--- src/rtl/max1270_scan_ctrl.sv ---
// Scanning controller for a MAX1270-class serial ADC: walks a latched channel mask,
// sends one control byte per channel, waits for SSTRB, reads the result MSB-first.
module max1270_scan_ctrl #(
  parameter int         CLK_DIV    = 50,
  parameter int         NUM_CH     = 8,
  parameter int         DATA_W     = 12,
  parameter int         TIMEOUT_BP = 16,
  parameter int         GAP_BP     = 2,
  parameter logic [1:0] CTRL_PD    = 2'b01
) (
  input  logic                     clk,
  input  logic                     rst,
  input  logic                     en,
  input  logic                     start,
  input  logic [NUM_CH-1:0]        ch_mask,
  input  logic [2*NUM_CH-1:0]      rng_bip,
  output logic                     busy,
  output logic                     sample_valid,
  output logic [2:0]               sample_ch,
  output logic [DATA_W-1:0]        sample_data,
  output logic [NUM_CH*DATA_W-1:0] ch_data,
  output logic                     scan_done,
  output logic                     timeout_err,
  output logic                     spi_sck,
  output logic                     spi_mosi,
  output logic                     spi_cs_n,
  output logic                     spi_shdn_n,
  input  logic                     spi_miso,
  input  logic                     spi_sstrb
);
  localparam int BP  = 2 * CLK_DIV;
  localparam int DVW = $clog2(BP);
  localparam int BCW = 16;

  typedef enum logic [2:0] {IDLE, SETUP, CTRL, CONV, READ, GAP} state_t;
  state_t state, state_nxt;

  logic [DVW-1:0]    div_cnt;
  logic [BCW-1:0]    bit_cnt;
  logic [NUM_CH-1:0] mask_q;
  logic [2:0]        ch, sel_ch;
  logic [1:0]        rb_q;
  logic [DATA_W-2:0] shift_q;
  logic [DATA_W-1:0] rd_word;
  logic [1:0]        miso_sync, sstrb_sync;
  logic [3:0]        nxt_hit, first_hit;
  logic [7:0]        ctrl_byte;
  logic miso_s, sstrb_s, bp_end, last_bp, req, restart, load_ch, fresh;

  // {found, index} of the lowest set mask bit at or above 'from'
  function automatic logic [3:0] find_ch(input logic [NUM_CH-1:0] m, input int from);
    logic [3:0] r;
    r = '0;
    for (int i = NUM_CH-1; i >= 0; i--)
      if (m[i] && i >= from) r = {1'b1, 3'(i)};
    return r;
  endfunction

  always_ff @(posedge clk) begin
    if (rst) begin
      miso_sync  <= '0;
      sstrb_sync <= '0;
    end else begin
      miso_sync  <= {miso_sync[0], spi_miso};
      sstrb_sync <= {sstrb_sync[0], spi_sstrb};
    end
  end

  assign miso_s    = miso_sync[1];
  assign sstrb_s   = sstrb_sync[1];
  assign bp_end    = (div_cnt == DVW'(BP-1));
  assign nxt_hit   = find_ch(mask_q, int'(ch) + 1);
  assign first_hit = find_ch(ch_mask, 0);
  assign req       = (start | en) & first_hit[3];
  assign restart   = en & first_hit[3];
  assign rd_word   = {shift_q, miso_s};
  assign ctrl_byte = {1'b1, ch, rb_q, CTRL_PD};

  always_comb begin
    case (state)
      SETUP:   last_bp = 1'b1;
      CTRL:    last_bp = (bit_cnt == BCW'(7));
      CONV:    last_bp = (bit_cnt == BCW'(TIMEOUT_BP-1));
      READ:    last_bp = (bit_cnt == BCW'(DATA_W-1));
      GAP:     last_bp = (bit_cnt == BCW'(GAP_BP-1));
      default: last_bp = 1'b0;
    endcase
  end

  always_ff @(posedge clk) begin
    if (rst) state <= IDLE;
    else     state <= state_nxt;
  end

  always_comb begin
    state_nxt = state;
    case (state)
      IDLE:  if (req) state_nxt = SETUP;
      SETUP: if (bp_end) state_nxt = CTRL;
      CTRL:  if (bp_end && last_bp) state_nxt = CONV;
      CONV: begin
        if (bp_end && sstrb_s)      state_nxt = READ;
        else if (bp_end && last_bp) state_nxt = GAP;
      end
      READ:  if (bp_end && last_bp) state_nxt = GAP;
      GAP:   if (bp_end && last_bp) state_nxt = (nxt_hit[3] || restart) ? SETUP : IDLE;
      default: state_nxt = IDLE;
    endcase
  end

  always_comb begin
    busy        = (state != IDLE);
    spi_cs_n    = (state == IDLE) || (state == GAP);
    spi_sck     = ((state == CTRL) || (state == READ)) && (div_cnt >= DVW'(CLK_DIV));
    spi_mosi    = (state == CTRL) ? ctrl_byte[~bit_cnt[2:0]] : 1'b0;
    spi_shdn_n  = 1'b1;
    timeout_err = (state == CONV) && bp_end && !sstrb_s && last_bp;
    scan_done   = (state == GAP) && bp_end && last_bp && !nxt_hit[3];
  end

  // A frame starts on sel_ch; a fresh scan also relatches the live mask
  always_comb begin
    load_ch = (state_nxt == SETUP) && (state != SETUP);
    fresh   = !((state == GAP) && nxt_hit[3]);
    sel_ch  = fresh ? first_hit[2:0] : nxt_hit[2:0];
  end

  always_ff @(posedge clk) begin
    if (rst) begin
      div_cnt      <= '0;
      bit_cnt      <= '0;
      mask_q       <= '0;
      ch           <= '0;
      rb_q         <= '0;
      shift_q      <= '0;
      sample_valid <= 1'b0;
      sample_ch    <= '0;
      sample_data  <= '0;
      ch_data      <= '0;
    end else begin
      sample_valid <= 1'b0;
      if (state_nxt != state || state == IDLE) begin
        div_cnt <= '0;
        bit_cnt <= '0;
      end else if (bp_end) begin
        div_cnt <= '0;
        bit_cnt <= bit_cnt + BCW'(1);
      end else begin
        div_cnt <= div_cnt + DVW'(1);
      end
      if (load_ch) begin
        ch   <= sel_ch;
        rb_q <= rng_bip[int'(sel_ch)*2 +: 2];
        if (fresh) mask_q <= ch_mask;
      end
      if (state == READ && bp_end) begin
        shift_q <= rd_word[DATA_W-2:0];
        if (last_bp) begin
          sample_valid                       <= 1'b1;
          sample_ch                          <= ch;
          sample_data                        <= rd_word;
          ch_data[int'(ch)*DATA_W +: DATA_W] <= rd_word;
        end
      end
    end
  end
endmodule

--- config.mk ---
export PLATFORM = sky130hd
export DESIGN_NAME = max1270_scan_ctrl
export DESIGN_NICKNAME = d
export VERILOG_FILES = /design/src/rtl/max1270_scan_ctrl.sv
export SDC_FILE = /design/constraint.sdc
export NUM_CORES = 1
export LEC_CHECK = 0
export CORE_UTILIZATION = 30
export CTS_BUF_LIST = sky130_fd_sc_hd__clkbuf_8
export CTS_CLUSTER_DIAMETER = 200
export DETAILED_ROUTE_END_ITERATION = 8
export SETUP_SLACK_MARGIN = 0.1
export SLEW_MARGIN = 40
export SYNTH_ARGS = -nofsm -noshare
export SYNTH_HDL_FRONTEND = slang
export SYNTH_SLANG_ARGS = --single-unit
export TNS_END_PERCENT = 20
--- constraint.sdc ---
create_clock -name clk -period 5.8 [get_ports clk]
set_input_delay 0.58 -clock clk [delete_from_list [all_inputs] [get_ports clk]]
set_output_delay 0.58 -clock clk [all_outputs]
set_load 0.02 [all_outputs]
### Yosys cells after proc, flatten, opt, wreduce, memory -nomap -nowiden

Index checks and enable logic that the tools add are counted.

* register bits after elaboration: 166
* bits in latches: 0
* bits in writable memories: 0
* memory bits (read-only): 0
* input bits: 30
* output and inout bits: 119
* logic and storage cells: 114
* memories kept: 0

* add/subtract/negate cells: 4
* multiply operators: 1
* divide/modulo/power cells: 0
* order comparisons: 10
* eq/ne operators: 13
* shift-type cells: 3
* multiplexer cells: 31
* bitwise logic cells: 6
* reductions and logical operators: 33

Operator list (count)
* 96-bit bitwise mux: 1
* 12-bit by 33-bit variable shift with 96-bit output, first input constant: 1
* 12-bit by 33-bit variable part select with 96-bit output: 1
* 4-bit 2-to-1 mux: 16
* 7-bit negator with 33-bit output: 1
* 16-bit by 4-bit equality test with 1-bit output, second input constant: 2
* 3-bit 2-to-1 mux: 7
* 1-bit logical AND: 20
* 3-bit one-hot mux with 6 select lines: 1
* 16-bit by 1-bit adder with 16-bit output, second input constant: 1
* 16-bit by 1-bit equality test with 1-bit output, second input constant: 1
* 16-bit by 3-bit equality test with 1-bit output, second input constant: 1
* 3-bit by 4-bit >= comparator with 1-bit output, first input constant: 4
* 16-bit by 5-bit variable part select with 2-bit output: 1
* 1-bit by 4-bit >= comparator with 1-bit output, first input constant: 2
* 2-bit by 4-bit >= comparator with 1-bit output, first input constant: 2
* 7-bit by 1-bit adder with 7-bit output, second input constant: 1
* 7-bit equality test, second input constant: 1
* 7-bit by 6-bit >= comparator with 1-bit output, second input constant: 1
* 3-bit by 1-bit equality test with 1-bit output, second input constant: 2
* 3-bit by 2-bit equality test with 1-bit output, second input constant: 2
* 3-bit equality test, second input constant: 2
* 3-bit by 2-bit multiplier with 5-bit output, second input constant: 1
* 1-bit one-hot mux with 5 select lines: 1
* 17 further kinds: 28

### Depth between registers and ports, before layout

* depth in word-level cells: 18
* depth in mapped cells: 13
* depth with buffers taken out: 12

### Least setup slack after synthesis

Ideal clock, no wire load.

* path kind: reg-to-reg
* start: reg ch[1]
* end: reg ch_data[4]
* library setup time: 0.132 ns
* arrival time: 3.329 ns
* required time: 5.668 ns
* path slack: 2.339 ns
* cell stages (with the launch flop): 11
* buffers on the path: 0
* period minus slack after synthesis: 3.461 ns
* cells stage by stage: dfxtp_1 > ha_1 > fa_1 > xnor2_1 > and2_1 > ha_1 > or4_1 > or2_2 > a21oi_1 > o221a_2 > nor3_1

* longest elaborated chain between the ends: 4

RTL lines
* start, declared: line 41 `logic [2:0] ch, sel_ch;`
* start signal, assigned: line 152 `ch <= sel_ch;`
* 3-bit by 2-bit multiplier with 5-bit output *: line 162 `ch_data[int'(ch)*DATA_W +: DATA_W] <= rd_word;`
* 7-bit negator with 33-bit output *: line 162
* 12-bit by 33-bit variable part select with 96-bit output or 12-bit by 33-bit variable shift with 96-bit output (tied branches): line 162
* 96-bit bitwise mux *: line 162
* end signal, assigned by index: line 162
* end, declared: line 21 `output logic [NUM_CH*DATA_W-1:0] ch_data,`

Mark *: on every way between the ends. The rest lies on a longest branch, timed or not.
A chain may end at the register's enable or synchronous reset.

### Final worst setup path

* start: reg ch[0]
* end: out scan_done

* longest elaborated chain between the ends: 13

RTL lines
* 3-bit by 1-bit adder with 4-bit output *: line 72 `assign nxt_hit = find_ch(mask_q, int'(ch) + 1);`
* 3-bit by 4-bit >= comparator with 1-bit output: line 55 `if (m[i] && i >= from) r = {1'b1, 3'(i)};`
* 1-bit logical AND: line 55
* 4-bit 2-to-1 mux (7 in a row): line 55
* 4-bit 2-to-1 mux *: line 55
* 1-bit zero test *: line 118 `scan_done = (state == GAP) && bp_end && last_bp && !nxt_hit[3];`
* 1-bit logical AND *: line 118
* end, declared: line 22 `output logic scan_done,`

Marked as above.

==> results.ini <==
[clocking]
htreeDepth=4
ctsResizeCount=0
path_clk_slew_ns=0.08
cts-root-buf=clkbuf_8
ctsLongestPathBuffers=2
worstSkewPairLatency_ns=0.47
post_cts_buffers=0
hold_buffers=0
cts_tree=yes
cts_num_sinks=166
numCtsBuffers=17

[logic_synthesis]
seq_area_frac_synth_pct=40.5
synth.ff_latch_count=166
synth_area_leaders=dfxtp_1 (41%), mux2i_1 (12%), nor2_1 (6.9%)
synth_top_cell_by_area=dfxtp_1
synth_edf_count=0
netlist_area_um2=8200
synthDominantCellAreaShare_pct=40.5
synth_cells=992
synth_common_cells=dfxtp_1 (166), nor2_1 (150), nand2_1 (120)
avgSynthCellArea_um2=8.27
synth-main-ff-cell=dfxtp_1
yosysMostFrequentCell=dfxtp_1
async_flop_share_pct=0
synth_cell_types=61
ys_warn_count=0
syn-num-nets=1037

[final_layout]
drive_above_1_share_pct=6.89
final_core_util_pct=38.7
design_area_um2=10400
num-fill-cells=2780
area_growth_pct=26.9
fin_nets=1150
multi_input_comb_area_um2=4590
register_area_um2=3320
diodes=0

[timing]
tns_ns=0
tightest_slew_ns=0.757
slew_headroom_pct=48.1
slew_viol_final=0
period_minus_slack_ns=4.23
report.final.setup_viol=0
rsz0062_at_grt=false
finalClockSkew_ns=0.0215
holdWs_ns=0.446
fmax_mhz=236
final.period_utilization_pct=73.0
final_hold_viol_count=0

[floorplan]
die-area_um2=28000
start_util_pct=30.5
core_area_um2=26900
fp.dieW_um=167
fp.dieH_um=167
rows=60
io_pins=149

[global_routing]
overflow=0
antenna_found_initial=0
grt_pass1_wl_mm=39.3
grt_pass1_vias=6976
grt_use_total_pct=17.7
grt_max_degree=106

[power_and_ir_drop]
ir_drop_mv=0.118
p_leak_uw=0.00362
power.density_nw_per_um2=230

[status]
status=finished, final reports clean

[min_path]
min_path_type=register to register
hold_path_startpoint=miso_sync[0]

[setup_path]
worstSetupPathType=register to output pin
regToRegSetupSlack_ns=1.59
slowest_delay_ns=0.66
path_cells=buf_4 -> inv_1 -> ha_1 -> nor2b_1 -> a2111oi_0 -> o211a_1 -> nor2_1 -> nor4_1 -> clkdlybuf4s50_1
critPathArrivalTime_ns=3.65
cp_slowest_cell=clkdlybuf4s50_1
crit_fanout=37
cp-start-kind=register
path_delay_family=buffers and inverters
cp-startpoint=ch[0]
end_kind=output pin
crit_buf_inv=3
cp.required_ns=5.22
timing.rr.start=ch[1]

[drt]
firstDrtPassIters=5
route.detailed.drc=0
drt_wl_total_mm=24.7
wire_per_inst_um=16.9
viasPerCell=5.16
routed-via-count=7524
first_iter_violations=550
ant_nets=0

[placed_design]
portBuffers=147
placed_cell_area_um2=9930
dp_hpwl_mm=17.9
gp_congestion=0.930

[flow_run]
cap_violations=0

==> flip-flops by register name, indices dropped and copies added, names as in the netlist, 3 cells and up <==
signal	flops
shift_q	11
bit_cnt	16
sample_data	12
div_cnt	7
ch_data	96
ch	3
mask_q	8
sample_ch	3
state	3
==> power breakdown <==
part	leakage, uW	internal (uW)	switching [uW]
combinational	0.00205	95.5	207
sequential	0.00134	1150	12.0
clock	0.000229	447	484
==> kinds of logic after synthesis <==
group | Yosys count | synth area share (%)
AOI/OAI and AO/OA | 171 | 13.3
xor gates and xnor gates | 30 | 3.20
adders and majority gates | 15 | 2.38
buffers and inverters | 73 | 3.54
DFF | 166 | 40.5
muxes | 100 | 12.3
other | 1 | 0.0457
and+or+nand+nor | 436 | 24.8
==> area by class of cell <==
type	count	share of cell area, %
inverters	7	0.252
clock buffers	17	2.25
repair buffers	160	15.3
multi-input cells	753	44.1
clock inverters	15	2.04
well taps	341	4.10
flip-flops and latches	166	31.9
==> placed cells by master, fill, tap and decap left out, drive strengths merged, types with 16 or more instances in the layout <==
| cell | Yosys | routed |
|---|---|---|
| inv | 7 | 16 |
| nor3 | 32 | 32 |
| o21ai | 30 | 30 |
| clkbuf | 51 | 17 |
| nand2 | 120 | 120 |
| dfxtp | 166 | 166 |
| nand3 | 50 | 50 |
| clkdlybuf4s50 | 0 | 146 |
| nor2 | 150 | 150 |
| a21oi | 70 | 70 |
| xor2 | 17 | 17 |
| mux2i | 96 | 96 |
==> stage by stage <==
stage	setup slack, ns	total power (uW)	cells
2_1_floorplan	2.34	1390	992
3_3_place_gp	1.70	1480	1426
3_5_place_dp	1.61	1480	1426
4_1_cts	1.54	2410	1458
5_1_grt	1.21	2500	1459
6_report	1.57	2390	1459
==> worst register-to-register path: stages (launching register included) <==
cell and delay, ns:
dfxtp_1 0.40, ha_1 0.35, fa_1 0.42, xnor2_1 0.44, and2_1 0.23, ha_1 0.38
inv_1 0.19, nor2_1 0.39, nand2_1 0.34, nor4_2 0.66, mux2i_1 0.25, nor2_1 0.06
==> routing by layer <==
layer,global-route usage [%],up-vias,wire length [um]
li1,-,3707,-
met4,5.54,0,395
met3,4.56,26,1800
met5,0,-,0
met1,24.6,3542,11600
met2,26.6,249,10900
==> worst paths after layout <==
check / cells past startpoint / to
worst min register to register: 1 / miso_sync[1]
worst max-delay path: 9 / scan_done
worst min-delay path: 1 / miso_sync[1]
worst max register to register: 11 / ch_data[32]
Power figures use the tool's default switching activity.
